File: src/rtl/int_seq.sv
// int_seq: 6502 interrupt/reset controller. It synchronises NMI/IRQ, raises a forced-BRK
// request, and once the core accepts, sequences the stack pushes and the vector fetch.
`default_nettype none

module int_seq #(
  parameter int          SYNC_STAGES = 2,
  parameter logic [15:0] VEC_NMI     = 16'hFFFA,
  parameter logic [15:0] VEC_RST     = 16'hFFFC,
  parameter logic [15:0] VEC_IRQ     = 16'hFFFE,
  parameter logic [7:0]  STACK_PAGE  = 8'h01
) (
  input  logic        i_clk,
  input  logic        i_rst_n,
  input  logic        i_nmi_n,
  input  logic        i_irq_n,
  input  logic        i_pflag_i,
  input  logic        i_start,
  input  logic        i_brk,
  input  logic        i_rdy,
  input  logic [15:0] i_pc,
  input  logic [7:0]  i_p,
  input  logic [7:0]  i_sp,
  input  logic [7:0]  i_rdata,
  output logic        o_int_req,
  output logic        o_busy,
  output logic [15:0] o_addr,
  output logic [7:0]  o_wdata,
  output logic        o_we,
  output logic        o_re,
  output logic        o_sp_dec,
  output logic        o_set_i,
  output logic [15:0] o_pc,
  output logic        o_pc_load
);

  localparam logic [2:0] c_IDLE = 3'd0;
  localparam logic [2:0] c_PCH  = 3'd1;
  localparam logic [2:0] c_PCL  = 3'd2;
  localparam logic [2:0] c_PSHP = 3'd3;
  localparam logic [2:0] c_VECL = 3'd4;
  localparam logic [2:0] c_VECH = 3'd5;

  logic [2:0]             state_q, state_d;
  logic                   rst_seq_q, rst_seq_d;
  logic                   brk_q, brk_d;
  logic [15:0]            vec_q, vec_d;
  logic [7:0]             lo_q, lo_d;
  logic [15:0]            pc_q, pc_d;
  logic                   pc_load_q, pc_load_d;
  logic                   nmi_pend_q, nmi_pend_d;
  logic [SYNC_STAGES-1:0] nmi_sync_q;
  logic [SYNC_STAGES-1:0] irq_sync_q;
  logic                   nmi_last_q;

  logic                   nmi_fall;
  logic                   irq_low;
  logic                   nmi_clr;

  assign nmi_fall  = nmi_last_q & ~nmi_sync_q[SYNC_STAGES-1];
  assign irq_low   = ~irq_sync_q[SYNC_STAGES-1];
  assign o_busy    = (state_q != c_IDLE);
  assign o_int_req = ~o_busy & (nmi_pend_q | (irq_low & ~i_pflag_i));
  assign o_pc      = pc_q;
  assign o_pc_load = pc_load_q;

  always_comb begin
    state_d   = state_q;
    rst_seq_d = rst_seq_q;
    brk_d     = brk_q;
    vec_d     = vec_q;
    lo_d      = lo_q;
    pc_d      = pc_q;
    pc_load_d = 1'b0;
    nmi_clr   = 1'b0;
    o_addr    = 16'h0000;
    o_wdata   = 8'h00;
    o_we      = 1'b0;
    o_re      = 1'b0;
    o_sp_dec  = 1'b0;
    o_set_i   = 1'b0;

    case (state_q)
      c_IDLE: begin
        if (i_start) begin
          brk_d   = i_brk;
          state_d = c_PCH;
        end
      end
      c_PCH: begin
        o_addr   = {STACK_PAGE, i_sp};
        o_wdata  = i_pc[15:8];
        o_we     = i_rdy & ~rst_seq_q;
        o_sp_dec = i_rdy;
        if (i_rdy) state_d = c_PCL;
      end
      c_PCL: begin
        o_addr   = {STACK_PAGE, i_sp};
        o_wdata  = i_pc[7:0];
        o_we     = i_rdy & ~rst_seq_q;
        o_sp_dec = i_rdy;
        if (i_rdy) state_d = c_PSHP;
      end
      c_PSHP: begin
        // Bit 5 always reads 1 on the stack; bit 4 tells software BRK from hardware.
        o_addr   = {STACK_PAGE, i_sp};
        o_wdata  = (i_p & 8'hEF) | 8'h20 | {3'b000, brk_q, 4'b0000};
        o_we     = i_rdy & ~rst_seq_q;
        o_sp_dec = i_rdy;
        if (i_rdy) begin
          state_d = c_VECL;
          vec_d   = rst_seq_q ? VEC_RST : (nmi_pend_q ? VEC_NMI : VEC_IRQ);
        end
      end
      c_VECL: begin
        o_addr  = vec_q;
        o_re    = 1'b1;
        o_set_i = i_rdy;
        if (i_rdy) begin
          lo_d    = i_rdata;
          nmi_clr = (vec_q == VEC_NMI);
          state_d = c_VECH;
        end
      end
      c_VECH: begin
        o_addr = vec_q + 16'd1;
        o_re   = 1'b1;
        if (i_rdy) begin
          pc_d      = {i_rdata, lo_q};
          pc_load_d = 1'b1;
          rst_seq_d = 1'b0;
          state_d   = c_IDLE;
        end
      end
      default: state_d = c_IDLE;
    endcase

    // A fresh NMI edge outranks the acknowledge of the previous one.
    nmi_pend_d = nmi_fall | (nmi_pend_q & ~nmi_clr);
  end

  always_ff @(posedge i_clk or negedge i_rst_n) begin
    if (!i_rst_n) begin
      state_q    <= c_PCH;
      rst_seq_q  <= 1'b1;
      brk_q      <= 1'b0;
      vec_q      <= VEC_RST;
      lo_q       <= 8'h00;
      pc_q       <= 16'h0000;
      pc_load_q  <= 1'b0;
      nmi_pend_q <= 1'b0;
      nmi_sync_q <= '1;
      irq_sync_q <= '1;
      nmi_last_q <= 1'b1;
    end else begin
      state_q    <= state_d;
      rst_seq_q  <= rst_seq_d;
      brk_q      <= brk_d;
      vec_q      <= vec_d;
      lo_q       <= lo_d;
      pc_q       <= pc_d;
      pc_load_q  <= pc_load_d;
      nmi_pend_q <= nmi_pend_d;
      nmi_sync_q <= {nmi_sync_q[SYNC_STAGES-2:0], i_nmi_n};
      irq_sync_q <= {irq_sync_q[SYNC_STAGES-2:0], i_irq_n};
      nmi_last_q <= nmi_sync_q[SYNC_STAGES-1];
    end
  end

endmodule

`default_nettype wire

File: config.mk
export PLATFORM = sky130hd
export DESIGN_NAME = int_seq
export DESIGN_NICKNAME = d
export VERILOG_FILES = /design/src/rtl/int_seq.sv
export SDC_FILE = /design/constraint.sdc
export NUM_CORES = 1
export LEC_CHECK = 0
export CAP_MARGIN = 20
export CORE_UTILIZATION = 35
export DETAILED_ROUTE_END_ITERATION = 6
export HOLD_SLACK_MARGIN = 0.08
export PLACE_DENSITY_LB_ADDON = 0.05
export SLEW_MARGIN = 20
export SYNTH_ARGS = -nofsm -noshare
export SYNTH_HDL_FRONTEND = slang
export SYNTH_SLANG_ARGS = --single-unit
export TNS_END_PERCENT = 5
File: constraint.sdc
create_clock -name i_clk -period 1.7 [get_ports i_clk]
set_input_delay 0.34 -clock i_clk [delete_from_list [all_inputs] [get_ports i_clk]]
set_output_delay 0.34 -clock i_clk [all_outputs]
set_load 0.01 [all_outputs]
; Word-level counts from Yosys, hierarchy flattened
; Cells that the tools add are included.
[word_totals]
register_bits = 52
out_inout_bits = 47
wordCells = 66
[classes]
add_sub_neg = 1
eq_ne = 12
n_mux = 19
n_bitwise = 14
reduce_logical = 9
[op_table]
columns = op, n
row1 = case mux 16 bit (3 select lines), 1
row2 = two-way mux 3 bit, 8
row3 = case mux 8 bit (3 select lines), 1
row4 = case mux 3 bit (6 select lines), 1
row5 = adder 16 x 1 -> 16 bit (second input constant), 1
row6 = equality test 16 bit (second input constant), 1
row7 = inequality test 2 bit (second input constant), 6
row8 = two-way mux 1 bit, 8
row9 = bitwise OR 8 x 5 -> 8 bit, 1
row10 = AND reduction 2 bit, 4
row11 = equality test 3 x 2 -> 1 bit (second input constant), 2
row12 = equality test 3 bit (second input constant), 2
row13 = NOT 1 bit, 6
row14 = AND reduction 6 bit, 1
row15 = bitwise AND 1 bit, 5
row16 = equality test 3 x 1 -> 1 bit (second input constant), 1
row17 = zero test 3 bit, 1
row18 = nonzero test 3 bit, 1
row19 = OR reduction 3 bit, 1
row20 = bitwise OR 1 bit, 2
row21 = OR reduction 2 bit, 1

; Depth between registers and ports, before layout
; Gate-level depths: netlist of run 1.
[logic_depth]
depth_word = 6
mapped_depth = 6

; Least setup slack after synthesis of run 1
; No wires, ideal clock.
[synth_timing]
path_kind = reg-to-output
from = register state_q[0]
to = output o_we
t_arrival_ps = 1391
required_ps = 1360
slack_ps = -31
stages_incl_launch_ff = 5
cell_sequence = dfstp_2 > buf_2 > buf_1 > nor2_1 > nor4_1
[synth_between]
elab_chain_len = 3
elab_cells_between_ends = 5
[synth_rtl]
columns = item, line
row1 = start: declaration, 43  ; logic [2:0] state_q, state_d;
row2 = start signal: assignment, 143  ; state_q <= c_PCH;
row3 = start signal: assignment, 155  ; state_q <= state_d;
row4 = equality test 3 x 2 -> 1 bit / equality test 3 x 1 -> 1 bit (equally long branches), 82  ; case (state_q)
row5 = OR reduction 3 bit (no source line) *, n/a
row6 = two-way mux 1 bit *, n/a
row7 = end: declaration, 28  ; output logic o_we,
; Every way passes the cells marked *; elsewhere a longest branch is shown, timed or not.

; Final worst setup path of run 1
[layout_timing]
from = register state_q[0]
to = output o_wdata[7]
[layout_between]
elab_chain_len = 2
elab_cells_between_ends = 4
[layout_rtl]
columns = item, line
row1 = equality test 3 x 2 -> 1 bit / equality test 3 x 1 -> 1 bit (equally long branches), 82
row2 = case mux 8 bit (3 select lines) *, 82
row3 = end: declaration, 27  ; output logic [7:0] o_wdata,
; Marks and branches as above.

==> results of run 1 <==
[per-layer routing]
layer  vias to the layer above  global-route usage  share of wire
li1                        751                   -              -
met1                       739               0.219           0.41
met2                        79               0.287           0.47
met3                        13              0.0528          0.089
met4                         0              0.0943          0.027
met5                         -                   0              0
[registers in the layout (all words and copies together), names as in the netlist]
register    cells
brk_q           1
irq_sync_q      2
lo_q            8
nmi_last_q      1
nmi_pend_q      1
nmi_sync_q      2
o_pc           16
o_pc_load       1
rst_seq_q       1
state_q         3
vec_q           2
[placed cells by master, fill, tap and decap left out, types with 7 or more instances in the layout]
cell type / count
clkdlybuf4s50_1: 61
nand2_1: 9
buf_4: 12
buf_2: 29
mux2_4: 8
mux2i_1: 7
dfstp_2: 8
mux2_2: 17
dfrtp_1: 28
nor2_1: 15
a21oi_1: 8
[cell usage after synthesis (2+ instances only)]
master    number
a211oi_1       8
mux2i_1        7
a21oi_1        9
inv_1          5
nor2b_1        2
clkbuf_1       2
nand2_1        9
buf_2          5
mux2_2        17
nor2_1        17
o21ai_0        8
buf_4          8
buf_1          2
mux2_4         8
dfstp_2        8
dfrtp_1       30
nor3_1         3
[what timing repair did]
item,CTS,global route
hold buffers,0,0
gates cloned,3,0
gates resized for setup,138,8
pin swaps,12,2
buffers inserted,6,1
setup endpoints to repair,46,39
[critical path, cell delays in order (launching register included)]
cell       delay [ps]
dfstp_2           600
buf_6             140
bufbuf_16         250
a211oi_1           60
buf_2             140
[worst min-delay path by stage]
| stage | from | end | cells past startpoint |
|---|---|---|---|
| after floorplan | i_rst_n | brk_q$_DFFE_PN0P_ | 0 |
| after global placement | irq_sync_q[0]$_DFF_PN1_ | irq_sync_q[1]$_DFF_PN1_ | 0 |
| after detailed placement | nmi_sync_q[0]$_DFF_PN1_ | nmi_sync_q[1]$_DFF_PN1_ | 0 |
| after CTS | i_rst_n | o_pc[4]$_DFFE_PN0P_ | 2 |
| after global routing | i_rst_n | o_pc[4]$_DFFE_PN0P_ | 2 |
| final | i_rst_n | o_pc[4]$_DFFE_PN0P_ | 2 |
[stage by stage]
step / hold WS, ps / setup TNS, ps / setup slack, ps / total power [W] / util
2_1_floorplan: 44.4 / -60.7 / -30.8 / 0.00302 / -
3_3_place_gp: 346 / -7230 / -345 / 0.00450 / 0.562
3_5_place_dp: 349 / -9380 / -390 / 0.00460 / 0.562
4_1_cts: 97.5 / -2170 / -148 / 0.00553 / 0.597
5_1_grt: 126 / -4140 / -164 / 0.00592 / 0.601
6_report: 94.3 / -1640 / -111 / 0.00556 / 0.601
[kinds of logic after synthesis]
group	count (synthesis)	share of synthesized area
DFF	38	0.521
and+or+nand+nor	38	0.104
muxes	32	0.207
AOI/OAI and AO/OA	28	0.0929
buffers and inverters	23	0.0706
xor gates and xnor gates	1	0.00475
[layout make-up]
class,count,area (um2),area share
clock inverter,1,30.0,0.00985
timing repair buffer,115,1070,0.352
sequential,38,963,0.316
tap,70,87.6,0.0287
multi-input combinational,99,798,0.262
inverter,5,18.8,0.00616
clock buffer,7,76.3,0.0250
[power groups by stage]
stage               Clock (W)  Combinational (W)  Sequential [W]
floorplan                   0            0.00148         0.00153
global placement            0            0.00303         0.00147
detailed placement          0            0.00311         0.00149
CTS                  0.000751            0.00325         0.00153
global route         0.000791            0.00356         0.00157
finish               0.000730            0.00331         0.00152
==> key figures, run 1 <==
Outcome
  • Status: complete, but fails checks
  • Violated checks: negative setup slack

Timing
  • Max-slew headroom: 0.688
  • Final WS setup: -111 ps
  • Final Hold Vio Count: 0
  • Max Freq: 0.552 GHz
  • Setup Skew: 9.52 ps
  • Final Slew Violations: 0
  • RSZ-0062 raised after global routing: yes
  • Final setup fails: 36
  • Fin crit share: 1.07
  • Fin crit period: 1810 ps
  • Tightest Pin Transition: ~470 ps

Yosys
  • Ys async rst share: 1.00
  • Post-synthesis sequential area ratio: 0.521
  • Synth area leader: dfrtp_1
  • Avg Cell Area, Syn: 11.5 um2
  • Register bit total from synthesis: 38
  • Syn. warnings: 0
  • EDFF count, synth: 0
  • Mapped cell area: 0.00184 mm2
  • Yosys top cell area share: 0.407
  • Syn nets: 208
  • Post-Syn Instances: 160
  • Netlist cell types: 29
  • Synth Flop Type: dfrtp_1
  • Synth top area cells: dfrtp_1, dfstp_2, mux2_2, mux2_4, mux2i_1

Clocking
  • CTS buffer count: 5
  • CTS tree: done
  • H-tree levels: 2
  • Clk sinks: 38
  • Root buffer cell: clkbuf_8
  • Worst-Skew Late Latency: around 280 ps
  • Clock buffer depth: 2
  • Clk pin slew, worst setup/hold paths: roughly 70 ps

Power and ir drop
  • Switching Share: 0.345
  • Clk pwr share: 0.131
  • Leakage: 1.42 nW
  • Sequential power share: 0.274
  • PD cells: 1820 mW/mm2
  • Combinational share of power: 0.595
  • Int Pwr: 0.00364 W
  • Max rail drop VDD: 989 uV
  • Switch Pwr: 0.00192 W

Die
  • Core area: 0.00507 mm2
  • Die Y: 74.6 um
  • Num ports: 95
  • Full die area: 0.00556 mm2
  • Initial core utilization: 0.363
  • Row cnt: 26
  • Die W: 74.6 um

Setup path
  • FF-to-FF End: o_pc[11]$_DFFE_PN0P_
  • Critical Path End: o_wdata[7]
  • Arr. time, crit path: 1470 ps
  • Crit path launch: state_q[0]$_DFFE_PN1P_
  • Crit Reg-Reg Startpoint: state_q[0]$_DFFE_PN1P_
  • CP Capture Type: primary output
  • Worst r2r path cells: 5
  • Path type of the worst setup path: flip-flop to primary output
  • Critical Path RT: 1360 ps
  • Crit path max fanout: 5
  • Worst reg2reg setup slack: -30 ps
  • CP Launch Type: flip-flop

Cells and area
  • Cell area after layout: 0.00305 mm2
  • Area Overhead vs Synth: 65.3%
  • Fin cells: between 300 and 400
  • Layout cells sized above 1: 0.400
  • ANT cells: 0
  • Fill cell count: approximately 440
  • Layout Nets: 312

Hold path
  • Hold crit path type: input pin to asynchronous set/reset pin

Global routing
  • Vias in the first global route: 1538
  • First-pass GRT wire length: 7390 um
  • Antenna violations before repair: 0
  • Pin count of the biggest net entering global routing: 39
  • Grt ovf: 0
  • GRT Resource Usage Total: 0.179

Route
  • WL/cell: 14.7 um
  • Drt drc: 0
  • DR pass1 iterations: 4
  • Routed vias/inst: 4.72
  • Initial DRC count: 49
  • Post-route antenna net violation count: 0
  • Total Routed Length: 4910 um
  • Via count: 1582

Placed design
  • GP Congestion: 0.683
  • Post-Place Cells: 318
  • Placed instance area: 0.00285 mm2
  • PortBufs: 92
  • Post-DP HPWL: 3250 um

Job
  • Maxcap violations: 0
Note: power is estimated with default switching activity, not from simulation.
==> run 2, diff against run 1 <==
--- a/config.mk
+++ b/config.mk
@@ -6,9 +6,11 @@
 export NUM_CORES = 1
 export LEC_CHECK = 0
 export CAP_MARGIN = 20
+export CORE_ASPECT_RATIO = 0.8
 export CORE_UTILIZATION = 35
 export DETAILED_ROUTE_END_ITERATION = 6
 export HOLD_SLACK_MARGIN = 0.08
+export MAX_ROUTING_LAYER = met4
 export PLACE_DENSITY_LB_ADDON = 0.05
 export SLEW_MARGIN = 20
 export SYNTH_ARGS = -nofsm -noshare
==> constraint.sdc (replaced) <==
create_clock -name i_clk -period 1.65 [get_ports i_clk]
set_input_delay 0.33 -clock i_clk [delete_from_list [all_inputs] [get_ports i_clk]]
set_output_delay 0.33 -clock i_clk [all_outputs]
set_load 0.01 [all_outputs]
==> key figures, run 2 (synthesized netlist as in run 1, its figures left out) <==
Outcome
  • Status: complete, but fails checks
  • Violated checks: negative setup slack

Timing
  • Setup Skew: 4.60 ps
  • Max-slew headroom: 0.687
  • Final Slew Violations: 0
  • Setup TNS: -2390 ps
  • Fin crit share: 1.10
  • Final Hold Vio Count: 0
  • Final setup fails: 21
  • Max Freq: 0.552 GHz
  • Final WS setup: -161 ps
  • RSZ-0062 raised after global routing: yes
  • Tightest Pin Transition: 470 ps
  • Fin crit period: 1810 ps

Global routing
  • GRT Resource Usage Total: 0.184
  • Antenna violations before repair: 0
  • First-pass GRT wire length: around 8000 um
  • Vias in the first global route: between 1500 and 2000
  • Pin count of the biggest net entering global routing: 39
  • Grt ovf: 0

Clocking
  • CTS tree: done
  • CTS buffer count: 5
  • Root buffer cell: clkbuf_8
  • Worst-Skew Late Latency: 280 ps
  • H-tree levels: 2
  • Clk pin slew, worst setup/hold paths: 70 ps
  • Clk sinks: 38
  • Clock buffer depth: 2

Setup path
  • CP Capture Type: primary output
  • CP Launch Type: flip-flop
  • Worst reg2reg setup slack: 30 ps
  • Crit Reg-Reg Startpoint: state_q[2]$_DFFE_PN0P_
  • Path type of the worst setup path: flip-flop to primary output
  • Critical Path RT: roughly 1300 ps
  • Max incr delay on CP: 560 ps
  • CP max stage cell: dfstp_2
  • Arr. time, crit path: about 1500 ps
  • Worst r2r path cells: 6
  • CP Cell Sequence: buf_6 -> buf_12 -> a21oi_1 -> a211oi_2 -> buf_2
  • Crit path max fanout: 7
  • FF-to-FF End: o_pc[3]$_DFFE_PN0P_

Route
  • Total Routed Length: 4760 um
  • Drt drc: 0
  • DR pass1 iterations: 4
  • Post-route antenna net violation count: 0
  • Via count: 1561
  • WL/cell: 14.5 um
  • Initial DRC count: 36
  • Routed vias/inst: 4.74

Power and ir drop
  • Leakage: around 1.4 nW
  • PD cells: 1850 mW/mm2
  • Max rail drop VDD: 835 uV

Cells and area
  • Register area: 963 um2
  • Layout cells sized above 1: 0.446
  • Layout Nets: 314
  • Final core utilization: 0.608
  • Fill cell count: roughly 410
  • Footprint of the multi-input gates: 833 um2
  • Commonest non-fill, non-tap cell in the layout: clkdlybuf4s50_1
  • Area Overhead vs Synth: 65.9%
  • Max reg flops: 16
  • Commonest cells after routing, fill and taps aside: clkdlybuf4s50_1, dfrtp_1, buf_2
  • ANT cells: 0

Die
  • Full die area: 0.00557 mm2
  • Die W: around 83 um
  • Row cnt: 23
  • Core area: 0.00504 mm2
  • Initial core utilization: 0.366
  • Die Y: 66.9 um
  • Num ports: 95

Placed design
  • Post-DP HPWL: between 3000 and 4000 um
  • PortBufs: 92
  • GP Congestion: 0.827

Job
  • Maxcap violations: 0

Hold path
  • Hold crit path type: input pin to asynchronous set/reset pin
-- run 2: cell types whose count changed in the layout (fill, tap and decap cells not counted), moves of 2 or more --
cell / previous run / this run
a211oi_1: 6 / 0
a211oi_2: 2 / 8
buf_4: 12 / 15
bufbuf_16: 2 / 0
nor2_1: 15 / 12
nor2_2: 2 / 5
-- run 2: per-stage QoR --
step                setup WS, ps  cells  cell area, um2  hold slack (ps)  power [W]
floorplan                  -70.8    160            1840             34.4    0.00311
global placement            -413    309            2860              347    0.00468
detailed placement          -394    309            2860              351    0.00479
CTS                         -156    328            3020              101    0.00561
global route                -248    329            3060              117    0.00604
finish                      -161    329            3060             85.6    0.00566
-- run 2: how the worst max path moves through the flow --
stage,start,end,slack (ps),depth (start not counted)
6_report,state_q[0]$_DFFE_PN1P_,o_wdata[7],-160,5
5_1_grt,state_q[0]$_DFFE_PN1P_,o_wdata[7],-250,5
4_1_cts,state_q[0]$_DFFE_PN1P_,o_set_i,-160,4
3_5_place_dp,i_rdy,o_we,-390,4
3_3_place_gp,i_rdy,o_we,-410,4
2_1_floorplan,state_q[0]$_DFFE_PN1P_,o_we,-70,4
-- run 2: area by class of cell --
cell class                 count  area share
clock buffer                   7      0.0282
clock inverter                 1     0.00164
inverter                       5     0.00613
multi-input combinational     99       0.272
sequential                    38       0.315
tap                           62      0.0253
timing repair buffer         117       0.352
-- run 2: timing repair --
action | CTS | global route
hold buffers | 0 | 0
pin swaps | 17 | 1
setup buffers | 9 | 1
endpoints found under the hold margin | 0 | 0
cloned | 2 | 0
gates resized for setup | 148 | 11
endpoints found under the setup margin | 39 | 55
-- run 2: routing by layer --
metal  up-vias  wire (um)  share of wire  track usage
met5         -          0              0            -
met4         0         10         0.0021       0.0259
met3         2        254          0.053       0.0458
met2        51       2350           0.49        0.308
met1       748       2140           0.45        0.234
li1        760          -              -            -
-- run 2: power breakdown --
part	switching, W	internal, W	leakage (nW)
logic	0.00149	0.00196	0.909
clock network	0.000296	0.000337	0.0482
registers	0.000241	0.00133	0.460
total	0.00203	0.00363	1.42
-- run 2: critical path: cells and delay by family (launching register included) --
kind | cells | cell delay [ps]
buffers and inverters | 3 | 430
flip-flops | 1 | 560
AO/OA/AOI/OAI | 2 | 210
